File: config.mk
export PLATFORM = sky130hd
export DESIGN_NAME = logic_serial_engine
export DESIGN_NICKNAME = d
export VERILOG_FILES = /design/src/rtl/logic_ops_pkg.sv /design/src/rtl/logic_bit_cell.sv /design/src/rtl/logic_serial_engine.sv
export SDC_FILE = /design/constraint.sdc
export NUM_CORES = 1
export LEC_CHECK = 0
export BUFFER_PORTS_ARGS = -buffer_cell sky130_fd_sc_hd__buf_2
export CAP_MARGIN = 10
export CORE_MARGIN = 10
export CORE_UTILIZATION = 53
export DETAILED_ROUTE_END_ITERATION = 8
export GPL_TIMING_DRIVEN = 0
export PLACE_DENSITY_LB_ADDON = 0.15
export SLEW_MARGIN = 25
export SYNTH_ARGS = -nofsm -noshare
export SYNTH_HDL_FRONTEND = slang
export SYNTH_HIERARCHICAL = 1
export SYNTH_SLANG_ARGS = --single-unit
File: constraint.sdc
create_clock -name clk -period 2.41 [get_ports clk]
set_clock_uncertainty 0.2 [all_clocks]
set_input_delay 0 -clock clk [delete_from_list [all_inputs] [get_ports clk]]
set_output_delay 0 -clock clk [all_outputs]
set_load 0.01 [all_outputs]
File: src/rtl/logic_ops_pkg.sv
// Shared opcode constants, FSM state encoding and opcode validity helper
// for the bit-serial logic engine and the parallel gate wrappers.
package logic_ops_pkg;

   localparam logic [2:0] OP_NOT  = 3'd0;
   localparam logic [2:0] OP_AND  = 3'd1;
   localparam logic [2:0] OP_OR   = 3'd2;
   localparam logic [2:0] OP_NAND = 3'd3;
   localparam logic [2:0] OP_NOR  = 3'd4;
   localparam logic [2:0] OP_XOR  = 3'd5;
   localparam logic [2:0] OP_XNOR = 3'd6;
   localparam logic [2:0] OP_MAX  = 3'd6;

   typedef enum logic [1:0] {
      IDLE = 2'd0,
      BUSY = 2'd1,
      DONE = 2'd2
   } state_e;

   function automatic logic op_is_valid(input logic [2:0] op);
      return (op <= OP_MAX);
   endfunction

endpackage

File: src/rtl/logic_bit_cell.sv
// Single-bit gate cell: evaluates one opcode on one bit pair.
// Invalid opcodes produce 0.
module logic_bit_cell
   import logic_ops_pkg::*;
(
   input  logic [2:0] op,
   input  logic       a,
   input  logic       b,
   output logic       y
);

   // combinational gate select
   always_comb begin
      y = 1'b0;
      case (op)
         OP_NOT:  y = ~a;
         OP_AND:  y = a & b;
         OP_OR:   y = a | b;
         OP_NAND: y = ~(a & b);
         OP_NOR:  y = ~(a | b);
         OP_XOR:  y = a ^ b;
         OP_XNOR: y = ~(a ^ b);
         default: y = 1'b0;
      endcase
   end

endmodule

File: src/rtl/logic_serial_engine.sv
// Bit-serial logic engine: accepts one command, evaluates it LSB first
// through a single bit cell, then presents the packed result.
//
// state | meaning
// IDLE  | waiting for a command, cmd_ready high
// BUSY  | shifting operands through the cell, one bit per cycle
// DONE  | result held on res_* until the consumer takes it
module logic_serial_engine
   import logic_ops_pkg::*;
#(
   parameter int WIDTH = 4,
   parameter int CNT_W = $clog2(WIDTH + 1)
) (
   input  logic             clk,
   input  logic             rst,
   input  logic             cmd_valid,
   output logic             cmd_ready,
   input  logic [2:0]       cmd_op,
   input  logic [WIDTH-1:0] cmd_in1,
   input  logic [WIDTH-1:0] cmd_in2,
   output logic             res_valid,
   input  logic             res_ready,
   output logic [WIDTH-1:0] res_data,
   output logic             res_zero,
   output logic             res_err
);

   generate
      if (WIDTH < 1) begin : g_bad_width
         $error("logic_serial_engine: WIDTH must be >= 1");
      end
   endgenerate

   state_e           state_q, state_d;
   logic [2:0]       op_q, op_d;
   logic [WIDTH-1:0] a_q, a_d;
   logic [WIDTH-1:0] b_q, b_d;
   logic [WIDTH-1:0] res_q, res_d;
   logic [CNT_W-1:0] cnt_q, cnt_d;
   logic             zero_q, zero_d;
   logic             err_q, err_d;
   logic             cell_y;

   logic_bit_cell u_cell (
      .op (op_q),
      .a  (a_q[0]),
      .b  (b_q[0]),
      .y  (cell_y)
   );

   // next-state and datapath update
   always_comb begin
      state_d = state_q;
      op_d    = op_q;
      a_d     = a_q;
      b_d     = b_q;
      res_d   = res_q;
      cnt_d   = cnt_q;
      zero_d  = zero_q;
      err_d   = err_q;
      case (state_q)
         IDLE: begin
            if (cmd_valid) begin
               if (op_is_valid(cmd_op)) begin
                  op_d    = cmd_op;
                  a_d     = cmd_in1;
                  b_d     = cmd_in2;
                  res_d   = '0;
                  cnt_d   = '0;
                  zero_d  = 1'b0;
                  err_d   = 1'b0;
                  state_d = BUSY;
               end else begin
                  res_d   = '0;
                  zero_d  = 1'b1;
                  err_d   = 1'b1;
                  state_d = DONE;
               end
            end
         end
         BUSY: begin
            // new bit enters at the MSB so bit 0 lands in place after WIDTH shifts
            res_d = (res_q >> 1) | (WIDTH'(cell_y) << (WIDTH - 1));
            a_d   = a_q >> 1;
            b_d   = b_q >> 1;
            cnt_d = cnt_q + CNT_W'(1);
            if (cnt_q == CNT_W'(WIDTH - 1)) begin
               zero_d  = (res_d == '0);
               state_d = DONE;
            end
         end
         DONE: begin
            if (res_ready) begin
               err_d   = 1'b0;
               state_d = IDLE;
            end
         end
         default: state_d = IDLE;
      endcase
   end

   // state and datapath registers with synchronous reset
   always_ff @(posedge clk) begin
      if (rst) begin
         state_q <= IDLE;
         op_q    <= '0;
         a_q     <= '0;
         b_q     <= '0;
         res_q   <= '0;
         cnt_q   <= '0;
         zero_q  <= 1'b0;
         err_q   <= 1'b0;
      end else begin
         state_q <= state_d;
         op_q    <= op_d;
         a_q     <= a_d;
         b_q     <= b_d;
         res_q   <= res_d;
         cnt_q   <= cnt_d;
         zero_q  <= zero_d;
         err_q   <= err_d;
      end
   end

   assign cmd_ready = (state_q == IDLE);
   assign res_valid = (state_q == DONE);
   assign res_data  = res_q;
   assign res_zero  = zero_q;
   assign res_err   = err_q;

endmodule
Word level (Yosys, flattened, before mapping) --
Index checks and enable logic that the tools add are counted.
Cells by class: mux-type cells 23, $lt $le $gt $ge 1, reduce and logical (&&, ||, !) cells 11, $add $sub $neg 1, bitwise logic cells 8, eq/ne operators 13
Operators with widths (number):
- case mux 4 bit (2 select lines) | 3
- 2-to-1 mux 4 bit | 5
- AND reduction 3 bit | 5
- == test 3 x 2 -> 1 bit (second input constant) | 3
- == test 3 bit (second input constant) | 3
- 2-to-1 mux 2 bit | 4
- case mux 1 bit (7 select lines) | 1
- 2-to-1 mux 3 bit | 2
- case mux 2 bit (3 select lines) | 1
- case mux 3 bit (2 select lines) | 1
- zero test 4 bit | 1
- 2-to-1 mux 1 bit | 4
- != test 2 x 1 -> 1 bit (second input constant) | 2
- != test 2 bit (second input constant) | 2
- NOT 1 bit | 4
- OR 3 x 4 -> 4 bit | 1
- case mux 1 bit (2 select lines) | 2
- nonzero test 2 bit | 2
- adder 3 x 1 -> 3 bit (second input constant) | 1
- == test 3 x 1 -> 1 bit (second input constant) | 1
- less-or-equal comparator 3 bit (second input constant) | 1
- zero test 3 bit | 1
- == test 2 x 1 -> 1 bit (second input constant) | 1
- == test 2 bit (second input constant) | 1
- other kinds (5) | 5
Storage, ports and cells: register bits 22, word-level logic and storage cells 65, bits of input ports 15, output and inout port bits 8

Logic depth before layout (Yosys ltp) --
depth after elaboration 7, gate-level depth with buffers 8, gate-level depth less buffers 8

Hierarchy --
The synthesis kept the hierarchy.
By module, submodules not included:
- logic_serial_engine | sequential area each 440.4 um^2, area each 1088.5 um^2, times used 1, cells an instance 121
- logic_bit_cell | sequential area each 0.0 um^2, area each 101.3 um^2, times used 1, cells an instance 12

Worst setup path after synthesis --
OpenSTA, ideal clock, no wires.
path kind reg-to-reg, start register a_q[0], end register zero_q, in the netlist res_zero, cell stages (with the launch flop) 9, data arrival time 1.453 ns, period minus slack after synthesis 1.788 ns, setup time 0.135 ns, required time 2.075 ns, slack 0.622 ns, buffers on the path 0, cell sequence dfxtp_1 -> inv_1 -> ha_1 -> mux2_1 -> o221ai_2 -> o311a_1 -> nor4_1 -> mux2i_1 -> a311oi_1
Between the ends: word-level cells in the longest chain between the ends 7, elaborated cells on any way between the ends 12, classes of those cells mux: 3; bitwise: 8; reduce/logical: 1
RTL lines:
- from (decl) | RTL line logic_serial_engine.sv:36 | logic [WIDTH-1:0] a_q, a_d;
- from (signal assigned) | RTL line logic_serial_engine.sv:107 | a_q <= '0;
- from (signal assigned) | RTL line logic_serial_engine.sv:116 | a_q <= a_d;
- bitwise XOR 1 bit (tied with other cells) | RTL line logic_bit_cell.sv:21, logic_bit_cell.sv:22
- NOT 1 bit (on tied branches) | RTL line logic_bit_cell.sv:22, logic_bit_cell.sv:19, logic_bit_cell.sv:20
- case mux 1 bit (7 select lines) (*) | RTL line logic_bit_cell.sv:15 | case (op)
- named net cell_y | RTL line logic_serial_engine.sv:42 | logic cell_y;
- OR 3 x 4 -> 4 bit (*) | RTL line logic_serial_engine.sv:83 | res_d = (res_q >> 1) | (WIDTH'(cell_y) << (WIDTH - 1));
- zero test 4 bit (*) | RTL line logic_serial_engine.sv:88 | zero_d = (res_d == '0);
- 2-to-1 mux 1 bit (*) | RTL line logic_serial_engine.sv:87 | if (cnt_q == CNT_W'(WIDTH - 1)) begin
- case mux 1 bit (2 select lines) (*) | RTL line logic_serial_engine.sv:61 | case (state_q)
- to (signal assigned) | RTL line logic_serial_engine.sv:120 | zero_q <= zero_d;
- to (decl) | RTL line logic_serial_engine.sv:40 | logic zero_q, zero_d;
The timed path passes the listed nets; every way through them passes the cells marked *. The select of a mux whose other input is x is not followed. A chain may end at the register's enable or synchronous reset.

Worst setup path after layout --
start register cnt_q[0], end register state_q[1]
Between the ends: word-level cells in the longest chain between the ends 3
RTL lines:
- from (decl) | RTL line logic_serial_engine.sv:39 | logic [CNT_W-1:0] cnt_q, cnt_d;
- from (signal assigned) | RTL line logic_serial_engine.sv:119 | cnt_q <= cnt_d;
- == test 3 x 2 -> 1 bit | RTL line logic_serial_engine.sv:87
- != test 2 bit (no line)
- AND reduction 3 bit (no line)
- to (signal assigned) | RTL line logic_serial_engine.sv:114 | state_q <= state_d;
- to (decl) | RTL line logic_serial_engine.sv:34 | state_e state_q, state_d;
No other way between the ends.

==> qor.yml <==
status: "finished, final reports clean"
crit_end: "state_q[1]$_SDFFE_PP0P_"
drt_iter0_drc: 75
synth_ff_type: "dfxtp_1"
reg2reg_slack_ps: 210
post-route-drc-count: 0
cp_max_fo: 3
hpwlAfterDp_um: 2093
vias: 1189
seqPwrFrac_pct: 46.8
clk-insertion-delay-late_ps: 320
routedWlPerCell_um: 15.57
syn-num-nets: 152
layout_min_cycle_time_ps: 2199
via_per_inst: 5.744
slowest_delay_ps: 550
placedInstanceArea_um2: 1330
cap_violations: 0
postSynthAreaPerCell_um2: 8.947
numPortBuffers: 21
end_kind: "flop"
postCtsSetupBuffers: 0
final_util_pct: 72.66
fin_nets: 199
grt_max_degree: 13
critPathMostFrequentCell: "ha_1"
tightest_slew_ps: 463.1
final_cells: 207
seq_area_frac_synth_pct: 37.01
start_kind: "flop"
design_area_um2: 1577
cts_tree: "built"
cts_max_level: 1
critPathKind: "flop to flop"
netlist_area_um2: 1190
power_frac_comb_pct: 29.6
p_clk_share_pct: 23.6
setup_tns_ps: 0
fin_hold_ws_ps: 78.98
yosysWarnings: 6
power_switching_mw: 0.2778
rsz0062_at_grt: "no"
cpMaxStageDelayCell: "dlygate4sd3_1"
power.internal_mw: 0.6243
max_freq_ghz: 0.4547
grt_overflow: 0
drt_wl_total_um: 3224
synthCells: 133
required_ps: 2430
dp_cells: 182
io_pins: 23
maxSlewViolCount: 0
die_y_um: 67.38
cp_cell_sequence: "ha_1 -> ha_1 -> mux2_2 -> o211a_1 -> o21a_1 -> dlygate4sd3_1"
antenna_found_initial: 0
diodes: 0
swShare_pct: 30.80
die_area_um2: 4540
fin_crit_sh_pct: 91.26
setup_viol: 0
hold_path_class: "input port to flop"
relSlewSlack_pct: 69.13
drive_above_1_share_pct: 21.79
rows: 17
grt_pass1_vias: 1225
synthArstFlopShare_pct: 0
r2r_end: "state_q[1]$_SDFFE_PP0P_"
rr_worst_depth: 6
ys_seq_elements: 22
syn_to_final_growth_pct: 32.49
initial_utilization_pct: 54.84
cts_inserted_buffers: 3
cp.arrival_ps: 2220
drt_pass1_iterations: 4
clock_sinks: 22
irDropWorstVdd_mv: 0.5816
hold_viol: 0
clockRootBuffer: "clkbuf_4"
power_leakage_nw: 0.6763
synth_cell_types: 42
globalplace.congestion: 0.7690
path_clk_slew_ps: 130
r2r-start: "cnt_q[0]$_SDFFE_PP0P_"
die_w_um: 67.38
final_antenna_net_count: 0
core_area_um2: 2170
cts.path.max_buffers: 2
cp-startpoint: "cnt_q[0]$_SDFFE_PP0P_"
synth_edf_count: 0
cellPowerDensity_nw_per_um2: 572.2
grt_pass1_wl_um: 5582
grt_usage_pct: 15.45
[critical path, delay by kind of cell, from the launching register on]
family / cells / cell delay (ps)
flip-flops: 1 / 350
buffers and inverters: 1 / 550
AO/OA/AOI/OAI: 2 / 280
adder cells (fa/ha/maj): 2 / 430
multiplexers: 1 / 300
[cells by family after synthesis]
| kind of cell | synth area share, % |
|---|---|
| DFF | 37.01 |
| muxes | 3.575 |
| and+or+nand+nor | 15.04 |
| buffers and inverters | 8.097 |
| AOI/OAI and AO/OA | 32.07 |
| adders and majority gates | 4.206 |
[cell usage after synthesis, drive strengths merged, types with 3 or more instances]
master  instances  area (µm²)
a21oi          18       90.09
nand3           5       25.02
a22oi           4       30.03
o221a           3       33.78
a31o            6       52.55
o21ai           6       30.03
buf             7       47.54
ha              4       50.05
nand2           3       11.26
nor2            7       33.78
inv            11       41.29
nand2b          4       25.02
a211oi          7       57.55
dfxtp          22       440.4
[worst min-delay path by stage]
stage,from,endpoint,depth (start not counted)
global placement,cmd_in2[3],b_q[3]$_SDFFE_PP0P_,3
detailed placement,cmd_in2[3],b_q[3]$_SDFFE_PP0P_,3
finish,rst,op_q[2]$_SDFFE_PP0P_,3
CTS,rst,op_q[1]$_SDFFE_PP0P_,3
floorplan,cmd_in1[3],a_q[3]$_SDFFE_PP0P_,2
global route,rst,op_q[2]$_SDFFE_PP0P_,3
[metal layers]
layer,vias to the layer above,global-route usage [%],share of wire (%)
met1,558,18.16,44
met4,0,4.615,1.2
li1,585,-,-
met5,-,0,0
met2,40,26.07,48
met3,6,5.124,6.6
[through the flow]
stage	total power, mW	setup slack (ps)
final	0.9021	210.6
after floorplan	0.5914	622.1
after CTS	0.8922	222.3
after detailed placement	0.6543	403.2
after global placement	0.6444	428.8
after global routing	0.9504	122.0
[power groups by stage]
stage,sequential [mW],combinational (mW),clock (mW)
finish,0.422,0.267,0.213
global route,0.428,0.294,0.228
CTS,0.422,0.260,0.211
detailed placement,0.430,0.224,0
global placement,0.428,0.217,0
floorplan,0.426,0.166,0
[layout make-up]
class                      count  area (µm²)
sequential                    22       440.4
multi-input combinational     91       653.1
tap                           28       35.03
inverter                      11       41.29
buffer                         9       55.05
timing repair buffer          42       315.3
fill                         179       593.1
clock buffer                   4       36.28
[repair_timing]
item	4_1_cts	5_1_grt
hold buffers	21	0
gates resized for setup	0	0
hold endpoints to repair	16	0
[state kept, by name, summed over array words and instances (netlist names)]
register	count
res_data	4
state_q	2
op_q	3
res_zero	1
a_q	4
b_q	4
cnt_q	3
res_err	1
[layout by cell type, fill, tap and decap left out, types with 2 or more instances in the layout]
cell           synthesis  layout
a31o_1                 6       6
nand3_1                5       5
a22oi_1                4       4
nand3b_1               2       2
buf_2                  2      23
o221a_1                3       3
nand2_1                3       3
clkbuf_4               0       3
dlygate4sd3_1          0      21
inv_1                 11      11
ha_1                   4       4
nor2_1                 6       6
mux2i_1                2       2
dfxtp_1               22      22
clkbuf_1               2       2
a211oi_1               6       6
nand2b_1               4       4
a21oi_1               18      18
o21ai_0                6       6
buf_4                  3       3
(Power assumes the default switching activity.)
